File: src/rtl/reg_writeback_unit.sv
// Writeback initiator: arbitrates ALU/load results into a FIFO, drains one entry per cycle
// to the register file and tracks in-flight destinations. Optional forwarding: REG_WRITEBACK_FORWARD_EN.
module reg_writeback_unit #(
  parameter int unsigned DATA_WIDTH = 32,
  parameter int unsigned NUM_REGS   = 16,
  parameter int unsigned SEL_WIDTH  = 4,
  parameter int unsigned FIFO_DEPTH = 4
) (
  input  logic                      clk,
  input  logic                      rst,
  input  logic                      alu_valid,
  output logic                      alu_ready,
  input  logic [SEL_WIDTH-1:0]      alu_sel,
  input  logic [DATA_WIDTH-1:0]     alu_data,
  input  logic                      mem_valid,
  output logic                      mem_ready,
  input  logic [SEL_WIDTH-1:0]      mem_sel,
  input  logic [DATA_WIDTH-1:0]     mem_data,
  input  logic                      wb_hold,
  input  logic                      issue_en,
  input  logic [SEL_WIDTH-1:0]      issue_sel,
  output logic [NUM_REGS-1:0]       pending,
  output logic                      rf_write_en,
  output logic [SEL_WIDTH-1:0]      rf_write_sel,
  output logic [DATA_WIDTH-1:0]     rf_write_data,
  input  logic [2*SEL_WIDTH-1:0]    read_sel,
  output logic [1:0]                fwd_hit,
  output logic [2*DATA_WIDTH-1:0]   fwd_data
);

  localparam int unsigned PTR_W = (FIFO_DEPTH > 1) ? $clog2(FIFO_DEPTH) : 1;
  localparam int unsigned CNT_W = PTR_W + 1;

  logic [SEL_WIDTH-1:0]  sel_mem  [FIFO_DEPTH];
  logic [DATA_WIDTH-1:0] data_mem [FIFO_DEPTH];
  logic [PTR_W-1:0]      head;
  logic [PTR_W-1:0]      tail;
  logic [CNT_W-1:0]      count;
  logic                  rr_mem;
  logic [NUM_REGS-1:0]   pending_q;
  logic [NUM_REGS-1:0]   pending_next;

  logic                  has_space;
  logic                  contested;
  logic                  grant_alu;
  logic                  grant_mem;
  logic [SEL_WIDTH-1:0]  acc_sel;
  logic [DATA_WIDTH-1:0] acc_data;
  logic                  enq;
  logic                  deq;

  // Arbitration: single acceptance per cycle, round-robin only when both sources request
  always_comb begin
    has_space = !rst && (count < CNT_W'(FIFO_DEPTH));
    contested = alu_valid && mem_valid;
    grant_alu = has_space && alu_valid && (!mem_valid || !rr_mem);
    grant_mem = has_space && mem_valid && (!alu_valid || rr_mem);
    acc_sel   = grant_mem ? mem_sel  : alu_sel;
    acc_data  = grant_mem ? mem_data : alu_data;
    enq       = (grant_alu || grant_mem) && (acc_sel != '0);
    deq       = !rst && (count != '0) && !wb_hold;
  end

  assign alu_ready     = grant_alu;
  assign mem_ready     = grant_mem;
  assign rf_write_en   = deq;
  assign rf_write_sel  = sel_mem[head];
  assign rf_write_data = data_mem[head];
  assign pending       = pending_q;

  // Scoreboard: a new issue overrides a drain of the same register
  always_comb begin
    pending_next = pending_q;
    if (deq) pending_next[rf_write_sel] = 1'b0;
    if (issue_en && (issue_sel != '0)) pending_next[issue_sel] = 1'b1;
    pending_next[0] = 1'b0;
  end

  always_ff @(posedge clk) begin
    if (rst) begin
      head      <= '0;
      tail      <= '0;
      count     <= '0;
      rr_mem    <= 1'b0;
      pending_q <= '0;
    end else begin
      if (enq) tail <= tail + PTR_W'(1);
      if (deq) head <= head + PTR_W'(1);
      count     <= count + CNT_W'(enq) - CNT_W'(deq);
      if (contested && has_space) rr_mem <= !rr_mem;
      pending_q <= pending_next;
    end
  end

  // Entry storage needs no reset; occupancy is tracked by count
  always_ff @(posedge clk) begin
    if (enq) begin
      sel_mem[tail]  <= acc_sel;
      data_mem[tail] <= acc_data;
    end
  end

`ifdef REG_WRITEBACK_FORWARD_EN
  logic [PTR_W-1:0]     fwd_idx;
  logic [SEL_WIDTH-1:0] fwd_sel;

  // Scan oldest to youngest so the youngest match wins
  always_comb begin
    fwd_hit  = '0;
    fwd_data = '0;
    fwd_idx  = '0;
    fwd_sel  = '0;
    for (int p = 0; p < 2; p++) begin
      fwd_sel = read_sel[p*SEL_WIDTH +: SEL_WIDTH];
      for (int k = 0; k < FIFO_DEPTH; k++) begin
        fwd_idx = head + PTR_W'(k);
        if (!rst && (CNT_W'(k) < count) && (fwd_sel != '0) && (sel_mem[fwd_idx] == fwd_sel)) begin
          fwd_hit[p] = 1'b1;
          fwd_data[p*DATA_WIDTH +: DATA_WIDTH] = data_mem[fwd_idx];
        end
      end
    end
  end
`else
  logic unused_read_sel;

  assign unused_read_sel = ^read_sel;
  assign fwd_hit  = '0;
  assign fwd_data = '0;
`endif

endmodule
File: config.mk
export PLATFORM = sky130hd
export DESIGN_NAME = reg_writeback_unit
export DESIGN_NICKNAME = d
export VERILOG_FILES = /design/src/rtl/reg_writeback_unit.sv
export SDC_FILE = /design/constraint.sdc
export NUM_CORES = 1
export LEC_CHECK = 0
export ABC_AREA = 1
export CAP_MARGIN = 10
export CELL_PAD_IN_SITES_DETAIL_PLACEMENT = 2
export CELL_PAD_IN_SITES_GLOBAL_PLACEMENT = 2
export CORE_MARGIN = 5
export CORE_UTILIZATION = 30
export CTS_BUF_LIST = sky130_fd_sc_hd__clkbuf_16
export DETAILED_ROUTE_END_ITERATION = 16
export PLACE_DENSITY_LB_ADDON = 0.1
export SYNTH_ARGS = -nofsm -noshare
export SYNTH_HDL_FRONTEND = slang
export SYNTH_SLANG_ARGS = --single-unit
File: constraint.sdc
create_clock -name clk -period 4.02 [get_ports clk]
set_input_delay 0.603 -clock clk [delete_from_list [all_inputs] [get_ports clk]]
set_output_delay 0.603 -clock clk [all_outputs]
set_load 0.005 [all_outputs]
Word-level counts from Yosys, hierarchy flattened

Memories as Yosys holds them, arrays and structs flattened. A register that Yosys moved wholly into a read port is not among the register bits.
Index checks and enable logic that the tools add are counted.

Output and inout bits: 121
Bits in writable memories: 144
Register bits: 24
Word-level logic and storage cells: 58
Memories kept: 2

Multiplexer cells: 14
Magnitude comparators: 5
Bitwise gates (word level): 3
Reductions and logical operators: 24
$add $sub $neg: 4

Memory list:

| memory   | depth | width | rd ports | clocked after Yosys merged registers in | wr ports | line | source |
|---|---|---|---|---|---|---|---|
| data_mem | 4     | 32    | 1        | 1                                       | 1        | 35   | `logic [DATA_WIDTH-1:0] data_mem [FIFO_DEPTH];` |
| sel_mem  | 4     | 4     | 1        | 1                                       | 1        | 34   | `logic [SEL_WIDTH-1:0] sel_mem [FIFO_DEPTH];` |

Operators with widths:

| kind                                                                                | count |
|---|---|
| 16-bit two-way mux                                                                  | 2 |
| 32-bit two-way mux                                                                  | 1 |
| 16-bit AND                                                                          | 1 |
| 16-bit inverter                                                                     | 1 |
| 16-bit OR                                                                           | 1 |
| 1-bit logical AND                                                                   | 13 |
| 4-bit by 5-bit less-than comparator with 1-bit output, second input constant        | 2 |
| 1-bit demux with 4-bit select                                                       | 2 |
| 4-bit by 1-bit greater-or-equal comparator with 1-bit output, second input constant | 2 |
| 2-bit two-way mux                                                                   | 4 |
| 4-bit nonzero test                                                                  | 2 |
| 1-bit zero test                                                                     | 5 |
| 2-bit by 1-bit adder with 2-bit output, second input constant                       | 2 |
| 1-bit two-way mux                                                                   | 4 |
| 4-bit two-way mux                                                                   | 1 |
| 3-bit by 1-bit adder with 3-bit output                                              | 1 |
| 1-bit logical OR                                                                    | 3 |
| 3-bit less-than comparator, second input constant                                   | 1 |
| 3-bit nonzero test                                                                  | 1 |
| 3-bit by 1-bit subtractor with 3-bit output                                         | 1 |

Logic depth before layout (Yosys ltp)

Gate-level depths: netlist (run 1).

Depth after elaboration: 9
Mapped depth: 17
Mapped depth without buffers: 16

Least setup slack after synthesis (run 1)

OpenSTA, ideal clock, no wires.

Kind: in2reg
From: input rst
To: memory data_mem[0][0] (enable)
Path buffers: 1
Arrival time: 2.827 ns
Slack: 0.764 ns
Cell stages on the path: 6
Setup time: 0.429 ns
Data required time: 3.591 ns
Cells stage by stage: nor2_4 -> nand3_2 -> buf_6 -> o21ai_1 -> nand2_2 -> nor2_1

Word-level cells in the longest chain between the ends: 9
Elaborated cells on any way between the ends: 12

RTL lines:

| what                                      | line | source |
|---|---|---|
| from (decl)                               | 10   | `input logic rst,` |
| 1-bit zero test *                         | 54   | `has_space = !rst && (count < CNT_W'(FIFO_DEPTH));` |
| 1-bit logical AND *                       | 54   |  |
| 1-bit logical AND (2 in a row)            | 57   | `grant_mem = has_space && mem_valid && (!alu_valid \|\| rr_mem);` |
| 4-bit two-way mux                         | 58   | `acc_sel = grant_mem ? mem_sel : alu_sel;` |
| 4-bit nonzero test                        | 60   | `enq = (grant_alu \|\| grant_mem) && (acc_sel != '0);` |
| 1-bit logical AND *                       | 60   |  |
| 1-bit two-way mux *                       | 97   | `if (enq) begin` |
| 1-bit two-way mux (not written as such) * | 99   | `data_mem[tail] <= acc_data;` |
| to (decl)                                 | 35   |  |

Every way passes the cells marked *; elsewhere a longest branch is shown, timed or not.

==> results of run 1 <==
==> metrics by stage <==
stage                     hold slack (ns)  instances
after CTS                           0.478       1178
after floorplan                     0.436        773
after detailed placement            0.461       1146
after global placement              0.451       1146
final                               0.472       1178
after global routing                0.499       1178
==> state kept, by name (all words and copies together), names as in the netlist, named ones only <==
| register | flops |
|---|---|
| rr_mem | 1 |
| tail | 2 |
| count | 3 |
| head | 2 |
| pending | 15 |
| data_mem | 128 |
| sel_mem | 16 |
==> power by group through the flow <==
stage          clock network (mW)  logic (mW)  registers [mW]
6_report                     1.59       0.999            2.10
5_1_grt                      1.70        1.11            2.12
4_1_cts                      1.63        1.03            2.11
3_5_place_dp                    0        1.02            2.15
3_3_place_gp                    0       0.980            2.13
2_1_floorplan                   0       0.521            2.13
==> logic make-up after synthesis <==
| logic type | count (synthesis) |
|---|---|
| AND/OR/NAND/NOR | 263 |
| flip-flops | 169 |
| AO/OA/AOI/OAI | 138 |
| buffers and inverters | 128 |
| adder cells (fa/ha/maj) | 7 |
| XOR/XNOR | 1 |
| other | 1 |
==> cell type report <==
cell class,count,area share
clock buffer,17,0.0443
inverter,30,0.0117
clock inverter,15,0.0155
tap,324,0.0422
sequential,169,0.503
multi-input combinational,476,0.228
timing repair buffer,147,0.155
==> worst paths after layout <==
kind / cells past startpoint / end
hold reg to reg: 2 / register
setup / recovery: 5 / rf_write_data[21]
setup reg to reg: 17 / count[2]
hold / removal: 2 / register
==> Yosys cell counts <==
library cell                 n
sky130_fd_sc_hd__buf_4      70
sky130_fd_sc_hd__ha_1        6
sky130_fd_sc_hd__xnor2_1     1
sky130_fd_sc_hd__buf_2       9
sky130_fd_sc_hd__fa_1        1
sky130_fd_sc_hd__nand4_1     4
sky130_fd_sc_hd__nor3_1      3
sky130_fd_sc_hd__nor2_4      2
sky130_fd_sc_hd__o21ai_1     2
sky130_fd_sc_hd__a21oi_1    22
sky130_fd_sc_hd__o22ai_1    32
sky130_fd_sc_hd__inv_2       2
sky130_fd_sc_hd__nand2_4     2
sky130_fd_sc_hd__conb_1      1
sky130_fd_sc_hd__inv_1      27
sky130_fd_sc_hd__clkinv_1    1
sky130_fd_sc_hd__o21ai_0    82
sky130_fd_sc_hd__clkbuf_1   18
sky130_fd_sc_hd__nand2_2     6
sky130_fd_sc_hd__nor2_2      1
sky130_fd_sc_hd__buf_6       1
sky130_fd_sc_hd__nand3_2     1
sky130_fd_sc_hd__nor2_1     80
sky130_fd_sc_hd__edfxtp_1  144
sky130_fd_sc_hd__nand2_1   147
sky130_fd_sc_hd__dfxtp_1    25
sky130_fd_sc_hd__nand3_1    17
==> metal layers <==
metal / part of all wire / GRT usage / up-vias / routed length (um)
met4: 0.014 / 0.0445 / 0 / 312
met5: 0 / 0 / - / 0
met3: 0.038 / 0.0279 / 20 / 824
met2: 0.55 / 0.289 / 120 / 12000
met1: 0.40 / 0.176 / 2759 / 8740
li1: - / - / 2560 / -
==> worst min-delay path, stage by stage, from the launching register on <==
cell                      delay [ns]
sky130_fd_sc_hd__dfxtp_1        0.31
sky130_fd_sc_hd__inv_1          0.06
sky130_fd_sc_hd__a21oi_1        0.07
==> layout by cell type (no fill, tap or decap), drive strengths merged <==
cell type,instances
nand2,155
edfxtp,144
clkdlybuf4s50,135
o21ai,84
nor2,83
conb,67
inv,38
o22ai,32
dfxtp,25
a21oi,22
nand3,18
clkbuf,17
buf,12
clkinv,7
ha,6
nand4,4
nor3,3
xnor2,1
fa,1
==> key figures, run 1 <==
Outcome
  – Result of the run: completed

Pwr
  – Internal power component: 3.31 mW
  – Maximum vdd ir drop: 0.258 mV
  – Seq pwr share: 0.448
  – Power spent charging and discharging nets: 1.39 mW
  – Combinational Power Share: 0.213
  – Static leakage: 3.57 nW
  – Net switching share of the total power: 0.295
  – Post-layout power: 4.69 mW
  – Pwr per Cell Area: 489 nW/um^2
  – Share of total power in the clock network: 0.339

Run
  – # Max-Cap Violations: 0

Critical path
  – Largest fanout of any net on the critical path: 47
  – Type of element capturing the critical path: output pin
  – Worst Path Arrival: 2.73 ns
  – Cell-by-cell listing of the critical path: inv_2 -> buf_4 -> o21ai_0 -> o22ai_1 -> clkdlybuf4s50_1
  – Worst reg2reg path startpoint: rr_mem
  – Maximum cell stage delay along the critical path: 0.62 ns
  – Crit-path slowest cell: sky130_fd_sc_hd__inv_2
  – Critical path's top delay family: buffers and inverters
  – Type of the setup path with the least slack: register to output pin
  – Worst R2R Setup Slack: 1.18 ns
  – Buffer and inverter count on the worst path: 3
  – Required time of the critical path: 3.42 ns
  – Element type at the critical path start: register

Clock tree
  – Register clock-pin slew on the reported worst setup and hold paths: 0.07 ns
  – CTS tree: built
  – Hold buffer count at CTS: 0
  – Clock sink count: 169
  – Total CTS buffers: 17
  – Post-cts resize count: 0
  – Clock Latency Late Sink: 0.43 ns
  – Htree depth: 4
  – Buffer cell driving the clock tree root: sky130_fd_sc_hd__clkbuf_16
  – Clock Path Buffers: 2
  – Post-CTS setup buffers: 0

Placed design
  – Instance area at placement: 9030 um^2
  – Placed wire-length estimate: 15.0 mm
  – Quantity of I/O buffers inserted on ports: 135
  – GP Congestion: 0.761
  – Placement Setup Slack: 0.406 ns

Synth
  – Post-Synthesis Cell Area: 7500 um^2
  – Share of the synthesized area in the top cell type: 0.576
  – Synthesis-stage register bit count: 169
  – Fraction of the mapped netlist area in adder cells: 0.0127
  – Library cells used by synthesis: 27
  – Compound-gate portion of the synthesized area: 0.0974
  – Total of warnings raised by yosys: 0
  – Avg Synthesized Cell Area: 10.6 um^2
  – XOR/XNOR Fraction of Synth Area: 0.00117
  – Simple-Gate Fraction of Synth Area: 0.143
  – Library cell with the largest summed area after synthesis: sky130_fd_sc_hd__edfxtp_1
  – Multiplexer area fraction after synthesis: 0
  – Synthesized instance count: 707
  – Dominant cells by area after synthesis: sky130_fd_sc_hd__edfxtp_1 58%, sky130_fd_sc_hd__nand2_1 7.4%, sky130_fd_sc_hd__buf_4 7.0%, sky130_fd_sc_hd__dfxtp_1 6.7%, sky130_fd_sc_hd__o21ai_0 5.5%
  – Combinational family with the most area after synthesis: simple AND/OR/NAND/NOR gates
  – Share of the yosys chip area belonging to registers: 0.643

Timing
  – Final Cycle Share: 0.829
  – Count of endpoints failing hold in the final timing report: 0
  – Least-Margin Pin Slew: 0.868 ns
  – Worst relative slew slack: 0.421
  – RSZ-0062 raised after global routing: false
  – Fin Setup TNS: 0 ns
  – Max Freq: 0.300 GHz
  – Number of setup violations in the final report: 0
  – Clock Skew: 0.0128 ns
  – Setup slack after layout: 0.689 ns
  – Final critical path time including I/O delays and setup: 3.33 ns
  – Number of max-slew violations in the final report: 0

Global routing
  – Maximum number of pins on one net before global-route repair: 73
  – First-pass GRT wire length: 33.8 mm
  – Remaining global-route overflow: 0
  – Via count of the first global-routing pass: 6113
  – Number of antenna violations at the first check in global routing: 0
  – Aggregate global-route resource usage: 0.153

Cells and area
  – End-of-flow core utilization: 0.393
  – Fraction of layout instances using a drive strength above 1: 0.0738
  – Count of antenna diodes in the layout: 0
  – Combined area of the multi-input logic cells: 2190 um^2
  – Filler Cells Inserted: 2629
  – Area of all sequential standard cells: 4830 um^2
  – Synth-to-layout area growth: 28.0%
  – Final-stage net count: 938
  – Finished layout cell area: 9600 um^2

Route
  – First DRT Iteration DRCs: 183
  – Vias per std cell: 4.63
  – Remaining design rule violation count: 0
  – Number of nets with antenna violations after detailed routing: 0
  – Final Routed Wirelength: 21.8 mm
  – Avg WL per Cell: 18.5 um
  – Vias: 5459
  – Number of iterations in the first detailed-routing pass: 4

Floorplan
  – Width of the chip: 168 um
  – Die Height: 168 um
  – Effective utilization at floorplan: 0.307
  – Core area: 24500 um^2
  – Die area: 28300 um^2
  – Row count: 57
  – Number of top-level pins: 211

Min path
  – Class of the tightest hold or removal check: register to register
  – Hold Crit Start: head[1]
(Power assumes the default switching activity.)
==> run 2: changes to the inputs <==
==> constraint.sdc (replaced) <==
create_clock -name clk -period 3.17 [get_ports clk]
set_input_delay 0.4755 -clock clk [delete_from_list [all_inputs] [get_ports clk]]
set_output_delay 0.4755 -clock clk [all_outputs]
set_load 0.005 [all_outputs]
==> run 2 against run 1 <==
Final cell count increased by 0.85%. Sequential power increased by 28%. Critical path depth is the same. Register-to-register slack worse by 0.58 ns. Clock skew is 0.0016 ns higher. Global-route usage up 0.33 points. Power rose by 32%. Via count is 0.84% higher. Cell area rose by 1.5%. Worst setup slack got worse by 0.42 ns.
==> key figures, run 2 (same netlist as run 1, synthesis figures left out) <==
Outcome
  – Result of the run: completed

Pwr
  – Internal power component: 4.45 mW
  – Maximum vdd ir drop: 0.392 mV
  – Power spent charging and discharging nets: 1.74 mW
  – Post-layout power: 6.18 mW
  – Pwr per Cell Area: 634 nW/um^2
  – Static leakage: 3.65 nW
  – Combinational Power Share: 0.208
  – Net switching share of the total power: 0.281
  – Seq pwr share: 0.434
  – Share of total power in the clock network: 0.358

Timing
  – Worst relative slew slack: 0.596
  – Final Cycle Share: 0.914
  – Max Freq: 0.345 GHz
  – Number of max-slew violations in the final report: 0
  – Post-Route Hold Slack: 0.482 ns
  – Least-Margin Pin Slew: 0.605 ns
  – Final critical path time including I/O delays and setup: 2.90 ns
  – Fin Setup TNS: 0 ns
  – Count of endpoints failing hold in the final timing report: 0
  – Setup slack after layout: 0.272 ns
  – Number of setup violations in the final report: 0
  – Clock Skew: 0.0143 ns
  – RSZ-0062 raised after global routing: false

Critical path
  – Worst Path Arrival: 2.42 ns
  – Type of the setup path with the least slack: register to output pin
  – Required time of the critical path: 2.69 ns
  – Element type at the critical path start: register
  – Largest fanout of any net on the critical path: 23
  – Type of element capturing the critical path: output pin

Clock tree
  – Clock Latency Late Sink: 0.43 ns
  – Clock sink count: 169
  – Total CTS buffers: 17
  – Clock Path Buffers: 2
  – Post-cts resize count: 0
  – Register clock-pin slew on the reported worst setup and hold paths: 0.08 ns
  – CTS tree: built
  – Buffer cell driving the clock tree root: sky130_fd_sc_hd__clkbuf_16
  – Hold buffer count at CTS: 0
  – Htree depth: 4
  – Post-CTS setup buffers: 0

Floorplan
  – Die Height: 168 um
  – Number of top-level pins: 211
  – Effective utilization at floorplan: 0.307
  – Row count: 57
  – Width of the chip: 168 um
  – Die area: 28300 um^2
  – Core area: 24500 um^2

Cells and area
  – Final-stage net count: 948
  – Synth-to-layout area growth: 30.0%
  – Commonest cells after routing, fill and taps aside: 147 x sky130_fd_sc_hd__nand2_1, 144 x sky130_fd_sc_hd__edfxtp_1, 135 x sky130_fd_sc_hd__clkdlybuf4s50_1
  – End-of-flow core utilization: 0.399
  – Final std cells w/o fill: 1188
  – Finished layout cell area: 9750 um^2
  – Count of antenna diodes in the layout: 0
  – Fraction of layout instances using a drive strength above 1: 0.0856
  – Register with the most flip-flops: data_mem
  – Commonest non-fill, non-tap cell in the layout: sky130_fd_sc_hd__nand2_1
  – Flip-flop count of the largest register, all copies and words added: 128
  – Filler Cells Inserted: 2633

Global routing
  – Via count of the first global-routing pass: 6179
  – First-pass GRT wire length: 34.7 mm
  – Maximum number of pins on one net before global-route repair: 45
  – Aggregate global-route resource usage: 0.156
  – Number of antenna violations at the first check in global routing: 0
  – Remaining global-route overflow: 0

Route
  – Number of nets with antenna violations after detailed routing: 0
  – Vias: 5505
  – Avg WL per Cell: 18.7 um
  – First DRT Iteration DRCs: 225
  – Number of iterations in the first detailed-routing pass: 6
  – Remaining design rule violation count: 0
  – Vias per std cell: 4.63
  – Final Routed Wirelength: 22.3 mm

Placed design
  – Placement Setup Slack: -0.0165 ns
  – Instance area at placement: 9120 um^2
  – Quantity of I/O buffers inserted on ports: 135
  – Number of placed instances, taps included: 1156
  – GP Congestion: 0.773
  – Placed wire-length estimate: 15.6 mm

Run
  – # Max-Cap Violations: 0

Min path
  – Class of the tightest hold or removal check: register to register
## run 2: final cells by class
class                           instances  area [um^2]  area share
Clock buffer                           17          425      0.0436
Inverter                               30          113      0.0116
Clock inverter                         15          208      0.0213
Timing Repair Buffer                  157         1580       0.162
Sequential cell                       169         4830       0.495
Multi-Input combinational cell        476         2190       0.225
Tap cell                              324          405      0.0416
## run 2: worst paths after layout
check / start / end / slack [ns] / depth (start not counted)
setup / recovery: register / rf_write_data[31] / 0.27 / 5
hold / removal: pending[9] / pending[9] / 0.48 / 2
setup reg to reg: count[2] / count[2] / 0.60 / 15
hold reg to reg: pending[9] / pending[9] / 0.48 / 2
## run 2: power groups by stage
stage	combinational, mW	clock [mW]	sequential (mW)
after floorplan	0.660	0	2.70
after global placement	1.27	0	2.72
after detailed placement	1.32	0	2.73
after CTS	1.33	2.25	2.69
after global routing	1.43	2.36	2.70
final	1.29	2.21	2.68
## run 2: routing by layer
layer,up-vias,global-route usage,part of all wire
met1,2787,0.187,0.42
met4,0,0.0371,0.0085
met5,-,0,0
met2,111,0.291,0.54
met3,17,0.0286,0.032
li1,2590,-,-
## run 2: critical path, cell delays in order (launching register included)
cell	delay, ns
sky130_fd_sc_hd__dfxtp_2	0.45
sky130_fd_sc_hd__inv_2	0.20
sky130_fd_sc_hd__buf_4	0.31
sky130_fd_sc_hd__o21ai_0	0.12
sky130_fd_sc_hd__o22ai_1	0.32
sky130_fd_sc_hd__clkdlybuf4s50_1	0.58
